### src/rtl/gpio_loader_pkg.sv
// Shared types and index helpers for the GPIO serial configuration loader.
// Latency: none (types and pure functions only).
// Backpressure: n/a.
package gpio_loader_pkg;

    typedef enum logic [2:0] {
        IDLE  = 3'd0,
        RST   = 3'd1,
        SETUP = 3'd2,
        HIGH  = 3'd3,
        FIN   = 3'd4
    } state_t;

    // Serial bits shifted into each chain per transfer.
    function automatic int n_bits(input int pads, input int bits);
        return pads * bits;
    endfunction

    // Position of (chain, pad, bit) inside the flat cfg_words vector.
    function automatic int cfg_index(input int chain, input int pad, input int bit_n,
                                     input int pads, input int bits);
        return ((chain * pads) + pad) * bits + bit_n;
    endfunction

endpackage

### src/rtl/gpio_serial_loader_if.sv
// Host-side bundle of the GPIO loader: request, config words, status and chain drive.
// Latency: none (wires only).
// Backpressure: none; a request during a transfer is queued one deep by the loader.
interface gpio_serial_loader_if #(
    parameter int NUM_CHAINS     = 2,
    parameter int PADS_PER_CHAIN = 19,
    parameter int BITS_PER_PAD   = 13
);
    localparam int CFG_W = NUM_CHAINS * PADS_PER_CHAIN * BITS_PER_PAD;

    logic                  xfer;
    logic [CFG_W-1:0]      cfg_words;
    logic                  busy;
    logic                  done;
    logic                  pending;
    logic                  loader_resetn;
    logic                  loader_clock;
    logic [NUM_CHAINS-1:0] loader_data;

    modport master (
        output xfer, cfg_words,
        input  busy, done, pending, loader_resetn, loader_clock, loader_data
    );

    modport slave (
        input  xfer, cfg_words,
        output busy, done, pending, loader_resetn, loader_clock, loader_data
    );
endinterface

### src/rtl/gpio_loader_tick.sv
// Phase counter that stretches every loader state to CLK_DIV clk cycles.
// Latency: phase_last_o asserts CLK_DIV-1 cycles after the last clear.
// Backpressure: none; clr_i restarts the count on every state change.
module gpio_loader_tick #(
    parameter int CLK_DIV = 1
) (
    input  logic clk,
    input  logic resetn,
    input  logic clr_i,
    output logic phase_last_o
);
    localparam int PW = (CLK_DIV > 1) ? $clog2(CLK_DIV) : 1;

    logic [PW-1:0] phase_q;

    assign phase_last_o = (phase_q == PW'(CLK_DIV - 1));

    // Count 0..CLK_DIV-1, restarting on clear or after the final phase.
    always_ff @(posedge clk or negedge resetn) begin
        if (!resetn) begin
            phase_q <= '0;
        end else if (clr_i || phase_last_o) begin
            phase_q <= '0;
        end else begin
            phase_q <= phase_q + PW'(1);
        end
    end
endmodule

### src/rtl/gpio_serial_loader.sv
// Shifts per-pad config words into NUM_CHAINS parallel daisy-chains (pad N-1 / MSB first).
// Latency: busy one cycle after xfer, high CLK_DIV*(1+2*N_BITS) cycles, then one-cycle done.
// Backpressure: one request queued while busy (pending); GPIO_LOADER_AUTOLOAD_EN queues one at reset.
module gpio_serial_loader
    import gpio_loader_pkg::*;
#(
    parameter int NUM_CHAINS     = 2,
    parameter int PADS_PER_CHAIN = 19,
    parameter int BITS_PER_PAD   = 13,
    parameter int CLK_DIV        = 1
) (
    input  logic                  clk,
    input  logic                  resetn,
    gpio_serial_loader_if.slave   bus
);
    localparam int N_BITS = n_bits(PADS_PER_CHAIN, BITS_PER_PAD);
    localparam int CFG_W  = NUM_CHAINS * N_BITS;
    localparam int IDX_W  = (CFG_W > 1) ? $clog2(CFG_W) : 1;
    localparam int PAD_W  = (PADS_PER_CHAIN > 1) ? $clog2(PADS_PER_CHAIN) : 1;
    localparam int BIT_W  = (BITS_PER_PAD > 1) ? $clog2(BITS_PER_PAD) : 1;
    localparam logic [PAD_W-1:0] PAD_TOP = PAD_W'(PADS_PER_CHAIN - 1);
    localparam logic [BIT_W-1:0] BIT_TOP = BIT_W'(BITS_PER_PAD - 1);
`ifdef GPIO_LOADER_AUTOLOAD_EN
    localparam logic PEND_RST = 1'b1;
`else
    localparam logic PEND_RST = 1'b0;
`endif

    state_t                state_q;
    logic                  busy_q, done_q, pending_q, lrn_q, lclk_q;
    logic [NUM_CHAINS-1:0] data_q, data_d;
    logic [PAD_W-1:0]      pad_q, pad_d;
    logic [BIT_W-1:0]      bit_q, bit_d;
    logic                  phase_last, advance, start, last_bit, tick_clr;

    assign start    = bus.xfer | pending_q;
    assign last_bit = (pad_q == '0) && (bit_q == '0);
    assign tick_clr = (state_q == IDLE) || advance;

    gpio_loader_tick #(.CLK_DIV(CLK_DIV)) u_tick (
        .clk          (clk),
        .resetn       (resetn),
        .clr_i        (tick_clr),
        .phase_last_o (phase_last)
    );

    // Leave the current state: IDLE on a request, FIN after one cycle, others after CLK_DIV cycles.
    always_comb begin
        advance = 1'b0;
        case (state_q)
            IDLE:              advance = start;
            RST, SETUP, HIGH:  advance = phase_last;
            FIN:               advance = 1'b1;
            default:           advance = 1'b0;
        endcase
    end

    // Next bit position (pad-major countdown) and the per-chain bit presented in the next SETUP.
    always_comb begin
        pad_d = pad_q;
        bit_d = bit_q;
        if (state_q == RST) begin
            pad_d = PAD_TOP;
            bit_d = BIT_TOP;
        end else if (state_q == HIGH) begin
            if (bit_q == '0) begin
                bit_d = BIT_TOP;
                pad_d = pad_q - PAD_W'(1);
            end else begin
                bit_d = bit_q - BIT_W'(1);
            end
        end
        data_d = '0;
        for (int c = 0; c < NUM_CHAINS; c++) begin
            data_d[c] = bus.cfg_words[IDX_W'(cfg_index(c, int'(pad_d), int'(bit_d),
                                                       PADS_PER_CHAIN, BITS_PER_PAD))];
        end
    end

    // Transfer sequencer with registered chain drive and status outputs.
    always_ff @(posedge clk or negedge resetn) begin
        if (!resetn) begin
            state_q   <= IDLE;
            busy_q    <= 1'b0;
            done_q    <= 1'b0;
            pending_q <= PEND_RST;
            lrn_q     <= 1'b1;
            lclk_q    <= 1'b0;
            data_q    <= '0;
            pad_q     <= '0;
            bit_q     <= '0;
        end else begin
            done_q <= 1'b0;
            // IDLE consumes the queued request; any other state (FIN included) queues one.
            if (state_q == IDLE) begin
                if (start) pending_q <= 1'b0;
            end else if (bus.xfer) begin
                pending_q <= 1'b1;
            end
            if (advance) begin
                case (state_q)
                    IDLE: begin
                        state_q <= RST;
                        busy_q  <= 1'b1;
                        lrn_q   <= 1'b0;
                    end
                    RST: begin
                        state_q <= SETUP;
                        lrn_q   <= 1'b1;
                        pad_q   <= pad_d;
                        bit_q   <= bit_d;
                        data_q  <= data_d;
                    end
                    SETUP: begin
                        state_q <= HIGH;
                        lclk_q  <= 1'b1;
                    end
                    HIGH: begin
                        lclk_q <= 1'b0;
                        if (last_bit) begin
                            state_q <= FIN;
                            busy_q  <= 1'b0;
                            done_q  <= 1'b1;
                            data_q  <= '0;
                            pad_q   <= '0;
                            bit_q   <= '0;
                        end else begin
                            state_q <= SETUP;
                            pad_q   <= pad_d;
                            bit_q   <= bit_d;
                            data_q  <= data_d;
                        end
                    end
                    FIN:     state_q <= IDLE;
                    default: state_q <= IDLE;
                endcase
            end
        end
    end

    assign bus.busy          = busy_q;
    assign bus.done          = done_q;
    assign bus.pending       = pending_q;
    assign bus.loader_resetn = lrn_q;
    assign bus.loader_clock  = lclk_q;
    assign bus.loader_data   = data_q;

endmodule
### src/flat_wrapper.sv
// flat-port wrapper written by rule: the top's interface ports become plain ports
module gpio_serial_loader_flat import gpio_loader_pkg::*;
#(
    parameter int NUM_CHAINS     = 2,
    parameter int PADS_PER_CHAIN = 19,
    parameter int BITS_PER_PAD   = 13,
    parameter int CLK_DIV        = 1
)
  (clk, resetn, bus_xfer, bus_cfg_words, bus_busy, bus_done, bus_pending, bus_loader_resetn, bus_loader_clock, bus_loader_data);
  gpio_serial_loader_if #(.NUM_CHAINS(NUM_CHAINS), .PADS_PER_CHAIN(PADS_PER_CHAIN), .BITS_PER_PAD(BITS_PER_PAD)) bus_i ();
  input  logic clk;
  input  logic resetn;
  input wire logic [$bits(bus_i.xfer)-1:0] bus_xfer;
  input wire logic [$bits(bus_i.cfg_words)-1:0] bus_cfg_words;
  output wire logic [$bits(bus_i.busy)-1:0] bus_busy;
  output wire logic [$bits(bus_i.done)-1:0] bus_done;
  output wire logic [$bits(bus_i.pending)-1:0] bus_pending;
  output wire logic [$bits(bus_i.loader_resetn)-1:0] bus_loader_resetn;
  output wire logic [$bits(bus_i.loader_clock)-1:0] bus_loader_clock;
  output wire logic [$bits(bus_i.loader_data)-1:0] bus_loader_data;
  assign bus_i.xfer = bus_xfer;
  assign bus_i.cfg_words = bus_cfg_words;
  assign bus_busy = bus_i.busy;
  assign bus_done = bus_i.done;
  assign bus_pending = bus_i.pending;
  assign bus_loader_resetn = bus_i.loader_resetn;
  assign bus_loader_clock = bus_i.loader_clock;
  assign bus_loader_data = bus_i.loader_data;
  gpio_serial_loader #(.NUM_CHAINS(NUM_CHAINS), .PADS_PER_CHAIN(PADS_PER_CHAIN), .BITS_PER_PAD(BITS_PER_PAD), .CLK_DIV(CLK_DIV)) u_core (.clk(clk), .resetn(resetn), .bus(bus_i));
endmodule
### config.mk
export PLATFORM = sky130hd
export DESIGN_NAME = gpio_serial_loader_flat
export DESIGN_NICKNAME = d
export VERILOG_FILES = /design/src/rtl/gpio_loader_pkg.sv /design/src/rtl/gpio_serial_loader_if.sv /design/src/rtl/gpio_loader_tick.sv /design/src/rtl/gpio_serial_loader.sv /design/src/flat_wrapper.sv
export SDC_FILE = /design/constraint.sdc
export NUM_CORES = 1
export LEC_CHECK = 0
export CORE_AREA = 2 2 196 198
export CTS_BUF_LIST = sky130_fd_sc_hd__clkbuf_4 sky130_fd_sc_hd__clkbuf_8
export DETAILED_ROUTE_END_ITERATION = 12
export DIE_AREA = 0 0 198 200
export PLACE_DENSITY = 0.66
export SETUP_SLACK_MARGIN = 0.2
export SLEW_MARGIN = 10
export SYNTH_ARGS = -nofsm -noshare
export SYNTH_HDL_FRONTEND = slang
export SYNTH_SLANG_ARGS = --single-unit
### constraint.sdc
create_clock -name clk -period 7.3 [get_ports clk]
set_clock_uncertainty 0.05 [all_clocks]
set_input_delay 1.095 -clock clk [delete_from_list [all_inputs] [get_ports clk]]
set_output_delay 1.095 -clock clk [all_outputs]
set_load 0.1 [all_outputs]
Word level (Yosys, flattened, before mapping)
Cells that the tools add are included.

Logic and storage cells: 77. Output and inout bits: 7. Register bits after elaboration: 20.

Eq/ne operators: 6. Bitwise logic cells: 2. Multiplexer cells: 32. Reduce and logical (&&, ||, !) cells: 17. $add $sub $neg: 6. $mul: 2. Order comparisons: 2.

Operators by type and width (count): $mul A32 B5 Y9 const B (1); $lt A9 B11 Y1 const B (2); $mux W5 (4); $add A9 B5 Y9 (2); $bmux W1 S9 (2); $mux W4 (4); $mux W1 (12); $pmux W3 S4 (1); $pmux W5 S2 (1); $reduce_bool A2 Y1 (5); $mul A5 B4 Y9 const B (1); $pmux W4 S2 (1); $reduce_and A2 Y1 (4); $add A5 B5 Y6 const A (1); $eq A3 B2 Y1 const B (2); $pmux W1 S2 (3); $logic_not A5 Y1 (1); $sub A5 B1 Y5 const B (1); $logic_not A4 Y1 (1); $ne A2 B1 Y1 const B (2); $pmux W2 S2 (1); $sub A4 B1 Y4 const B (1); $eq A3 B1 Y1 const B (1); $eq A3 B3 Y1 const B (1); other kinds (11) (12).

Depth between registers and ports, before layout
Word-level depth: 12. Depth in mapped cells: 26.

Hierarchy
Synthesis repeated with hierarchy kept, for this count alone.

Cells, all modules: 888. Area total of the unflattened synthesis: 10631.4 µm².

Modules (own cells, without submodules): gpio_serial_loader (cells each 885, seq. area each 476.7 µm², times used 1, area each 10598.9 µm²); gpio_loader_tick (cells each 3, seq. area each 25.0 µm², times used 1, area each 32.5 µm²).

Least setup slack after synthesis
OpenSTA, ideal clock, no wires.

Kind: register to register. From: register u_core.state_q[2]. To: register u_core.data_q[1] (netlist: u_core.bus.loader_data[1]). Stages on the path, launching flop included: 25. Clock period less this slack: 6.108 ns. Setup slack: 1.192 ns. Setup time: 0.124 ns. Data required time: 7.126 ns. Arrival: 5.934 ns. Path through: dfrtp_1 -> nand2b_1 -> clkbuf_1 -> nor4b_2 -> nand2b_1 -> nor2_1 -> nand2_1 -> xor2_1 -> nor2_1 -> ha_1 -> a21o_1 -> xor2_1 -> ha_1 -> ha_1 -> fa_1 -> inv_1 -> fa_1 -> clkbuf_1 -> mux4_2 -> mux4_2 -> nand3_1 -> o21ai_0 -> nor4_2 -> a2111oi_1 -> a211o_1.

Cells in the longest elaborated chain, start to end: 11.

Ends and longest elaborated chain: start: declaration (line gpio_serial_loader.sv:29) `state_t state_q;`; start signal: assignment (line gpio_serial_loader.sv:83) `state_q <= IDLE;`; start signal: assignment (line gpio_serial_loader.sv:103) `state_q <= RST;`; start signal: assignment (line gpio_serial_loader.sv:108) `state_q <= SETUP;`; $eq A3 B2 Y1 (line gpio_serial_loader.sv:50, gpio_serial_loader.sv:65, gpio_serial_loader.sv:101); $mux W5 (line gpio_serial_loader.sv:65) `end else if (state_q == HIGH) begin`; $mux W5 (line gpio_serial_loader.sv:62) `if (state_q == RST) begin`; $add A5 B5 Y6 (line gpio_loader_pkg.sv:22) `return ((chain * pads) + pad) * bits + bit_n;`; $mul A32 B5 Y9 (line gpio_loader_pkg.sv:22); $add A9 B5 Y9 (line gpio_loader_pkg.sv:22); $bmux W1 S9 (line gpio_serial_loader.sv:75) `data_d[c] = bus.cfg_words[IDX_W'(cfg_index(c, int'(pad_d), int'(bit_d),`; $mux W1 (implied by the code) (2 in series) (line gpio_serial_loader.sv:75); $mux W2 (line gpio_serial_loader.sv:120) `if (last_bit) begin`; $pmux W2 S2 (line gpio_serial_loader.sv:101) `case (state_q)`; end signal: assignment (line gpio_serial_loader.sv:112) `data_q <= data_d;`; end signal: assignment (line gpio_serial_loader.sv:131) `data_q <= data_d;`; end: declaration (line gpio_serial_loader.sv:31) `logic [NUM_CHAINS-1:0] data_q, data_d;`.

Parallel ways exist; a longest one is shown, timed or not. The select of a mux whose other input is x is not followed. A chain may end at the register's enable or synchronous reset.

Worst setup path after layout
Ends and elaborated chain as after synthesis.

==> qor.csv <==
metric,value,unit
routed.top_layer,met5,
dr.pass1.iters,6,
cts_tree,built,
gp_congestion,0.918,
drv_cap,0,
clk_path_buf_depth,2,
synth_common_cells,"234 x mux4_2, 67 x nand2_1, 50 x ha_1",
crit_family,adder cells,
reg2reg_from,u_core.state_q[2],
synthTopCellsByArea,"mux4_2 49%, mux4_1 6.1%, ha_1 5.8%",
final_antenna_net_count,0,
clock_sinks,20,
slowest_delay,0.61,ns
synth_top_area_share,49.0,%
synth_edf_count,0,
path_class,flip-flop to flip-flop,
port_buffers,503,
start_util,28.7,%
core,0.0374,mm^2
drt_iter0_markers,886,
cp.depth,22,
cts_buffers,3,
drv_slew,0,
first_global_vias,11322,
rsz0062_at_grt,no,
slew_headroom,24.2,%
synth_cells,872,
synth.most_common_cell,mux4_2,
synth_nets,1427,
cp_cell_sequence,"nand2b_1, nor4b_2, nand2b_1, nor2_1, nand2_1, xor2_1, nor2_2, ha_1, a21o_1, xor2_1, ha_1, ha_1, fa_1, inv_1, fa_1, buf_4, nor2b_4, a221oi_1, mux4_2, a22o_1, a2111oi_1, a211o_1",
synthToLayoutAreaGrowth,51.7,%
hold_viol,0,
grt_first_pass_wirelength,73.7,mm
place_area,0.0161,mm^2
fin_crit_sh,93.4,%
netlist-cell-type-count,72,
yosysTopAreaCell,mux4_2,
cp_data_required_time,7.48,ns
worstSetupStartpoint,u_core.state_q[2],
synth-seq-cells,20,
status,finished clean,
hold_ws,0.424,ns
grt.overflow.total,0,
vias,11052,
reg2reg_to,u_core.bus.loader_data[1],
yosysWarnings,0,
layout_setup_ws,0.484,ns
dp_hpwl,43.7,mm
root_buffer,clkbuf_8,
synth_area,0.0107,mm^2
pin_count,504,
grt_max_degree,71,
die_x,198,um
reg2reg_slack,0.48,ns
wl,51.6,mm
crit_top_cell,ha_1,
drt-met1-wl,19.6,mm
synth_ff_type,dfrtp_1,
crit_path_end,u_core.bus.loader_data[1],
fin_area,0.0163,mm^2
antenna_found_initial,2,
h-tree-depth,1,
layout_min_cycle_time,6.82,ns
yosysSeqAreaShare,4.67,%
routed-wl-met2,25.5,mm
nets,1878,
slowest_stage,fa_1,
drive_above_1_share,23.7,%
routed_via_density,6.03,
avgRoutedWirePerCell,28.1,um
num_rows,71,
pre_cts_ws,0.289,ns
ff2ff_path_depth,22,
die_h,200,um
worst_pin_slew,1.13,ns
met3WireLength,4.23,mm
hp-class,flip-flop to flip-flop,
clk_latency,0.28,ns
critPathLaunchType,flip-flop,
cp.arrival,6.99,ns
grtUsageTotal,25.4,%
postSynthAreaPerCell,12.3,um^2
cp-end-kind,flip-flop,
async_flop_share,100,%
fin_setup_tns,0,ns
timing.final.setup_violations,0,
crit_fanout,14,
max_clock_freq,147,MHz
clk_pin_slew,0.09,ns
drc,0,
dieArea,0.0396,mm^2
critPathBufInv,2,
[worst min-delay path: stages (launching register included)]
cell     delay, ns
dfstp_2       0.39
nand2_1       0.05
nand2_1       0.04
[worst min path at each step]
stage / slack, ns / from / depth (start not counted) / endpoint
after floorplan: 0.45 / u_core.pad_q[4] / 2 / u_core.pad_q[4]
after global placement: 0.41 / u_core.bus.loader_resetn / 2 / u_core.bus.loader_resetn
after detailed placement: 0.41 / u_core.bus.loader_resetn / 2 / u_core.bus.loader_resetn
after CTS: 0.42 / u_core.bus.loader_resetn / 2 / u_core.bus.loader_resetn
after global routing: 0.45 / u_core.bus.loader_resetn / 2 / u_core.bus.loader_resetn
final: 0.42 / u_core.bus.loader_resetn / 2 / u_core.bus.loader_resetn
[layout make-up]
cell class / instances / area [um^2]
Tap cell: 511 / 639
Sequential cell: 20 / 502
Inverter: 26 / 101
Clock inverter: 1 / 30.0
Clock buffer: 3 / 41.3
Multi-Input combinational cell: 733 / 9630
Timing Repair Buffer: 539 / 5360
Antenna cell: 1 / 2.50
Fill cell: 3495 / 21100
[placed cells by master, fill, tap and decap left out, types with 19 or more instances in the layout]
master / n
o21ai_0: 22
clkdlybuf4s50_1: 503
a22oi_1: 27
nor2_1: 26
nand2_1: 67
inv_1: 25
mux4_2: 234
nand3_1: 22
buf_4: 32
mux4_1: 25
mux2i_1: 33
a21oi_1: 30
dfrtp_1: 19
ha_1: 46
[through the flow]
| step | std cells | util (%) |
|---|---|---|
| detailed placement | 1819 | 43.1 |
| global route | 1834 | 43.6 |
| floorplan | 872 | - |
| global placement | 1819 | 43.1 |
| finish | 1834 | 43.6 |
| CTS | 1823 | 43.3 |
[cells by family after synthesis]
group	after synthesis	share of synthesized area, %
adder cells (fa/ha/maj)	58	7.31
flip-flops	20	4.67
XOR/XNOR	25	2.25
multiplexers	298	58.9
buffers and inverters	119	7.40
AO/OA/AOI/OAI	178	11.7
other	1	0.0349
AND/OR/NAND/NOR	173	7.74
[timing repair]
item / CTS / global route
buffers inserted: 0 / 10
endpoints found under the setup margin: 0 / 1
resized for setup: 0 / 8
hold buffers: 0 / 0
[routing by layer]
layer / vias to the layer above / GRT usage, %
li1: 4699 / -
met1: 5619 / 31.7
met2: 610 / 42.9
met3: 122 / 5.78
met4: 2 / 9.64
met5: - / 0
[registers in the layout (all words and copies together), names as in the netlist, 2 cells and up]
name / flops
u_core.pad_q: 5
u_core.state_q: 3
u_core.bit_q: 4
u_core.bus.loader_data: 2
Power is not shown: default switching activity piles up to over one toggle a cycle in this logic, so the estimate is an artifact.
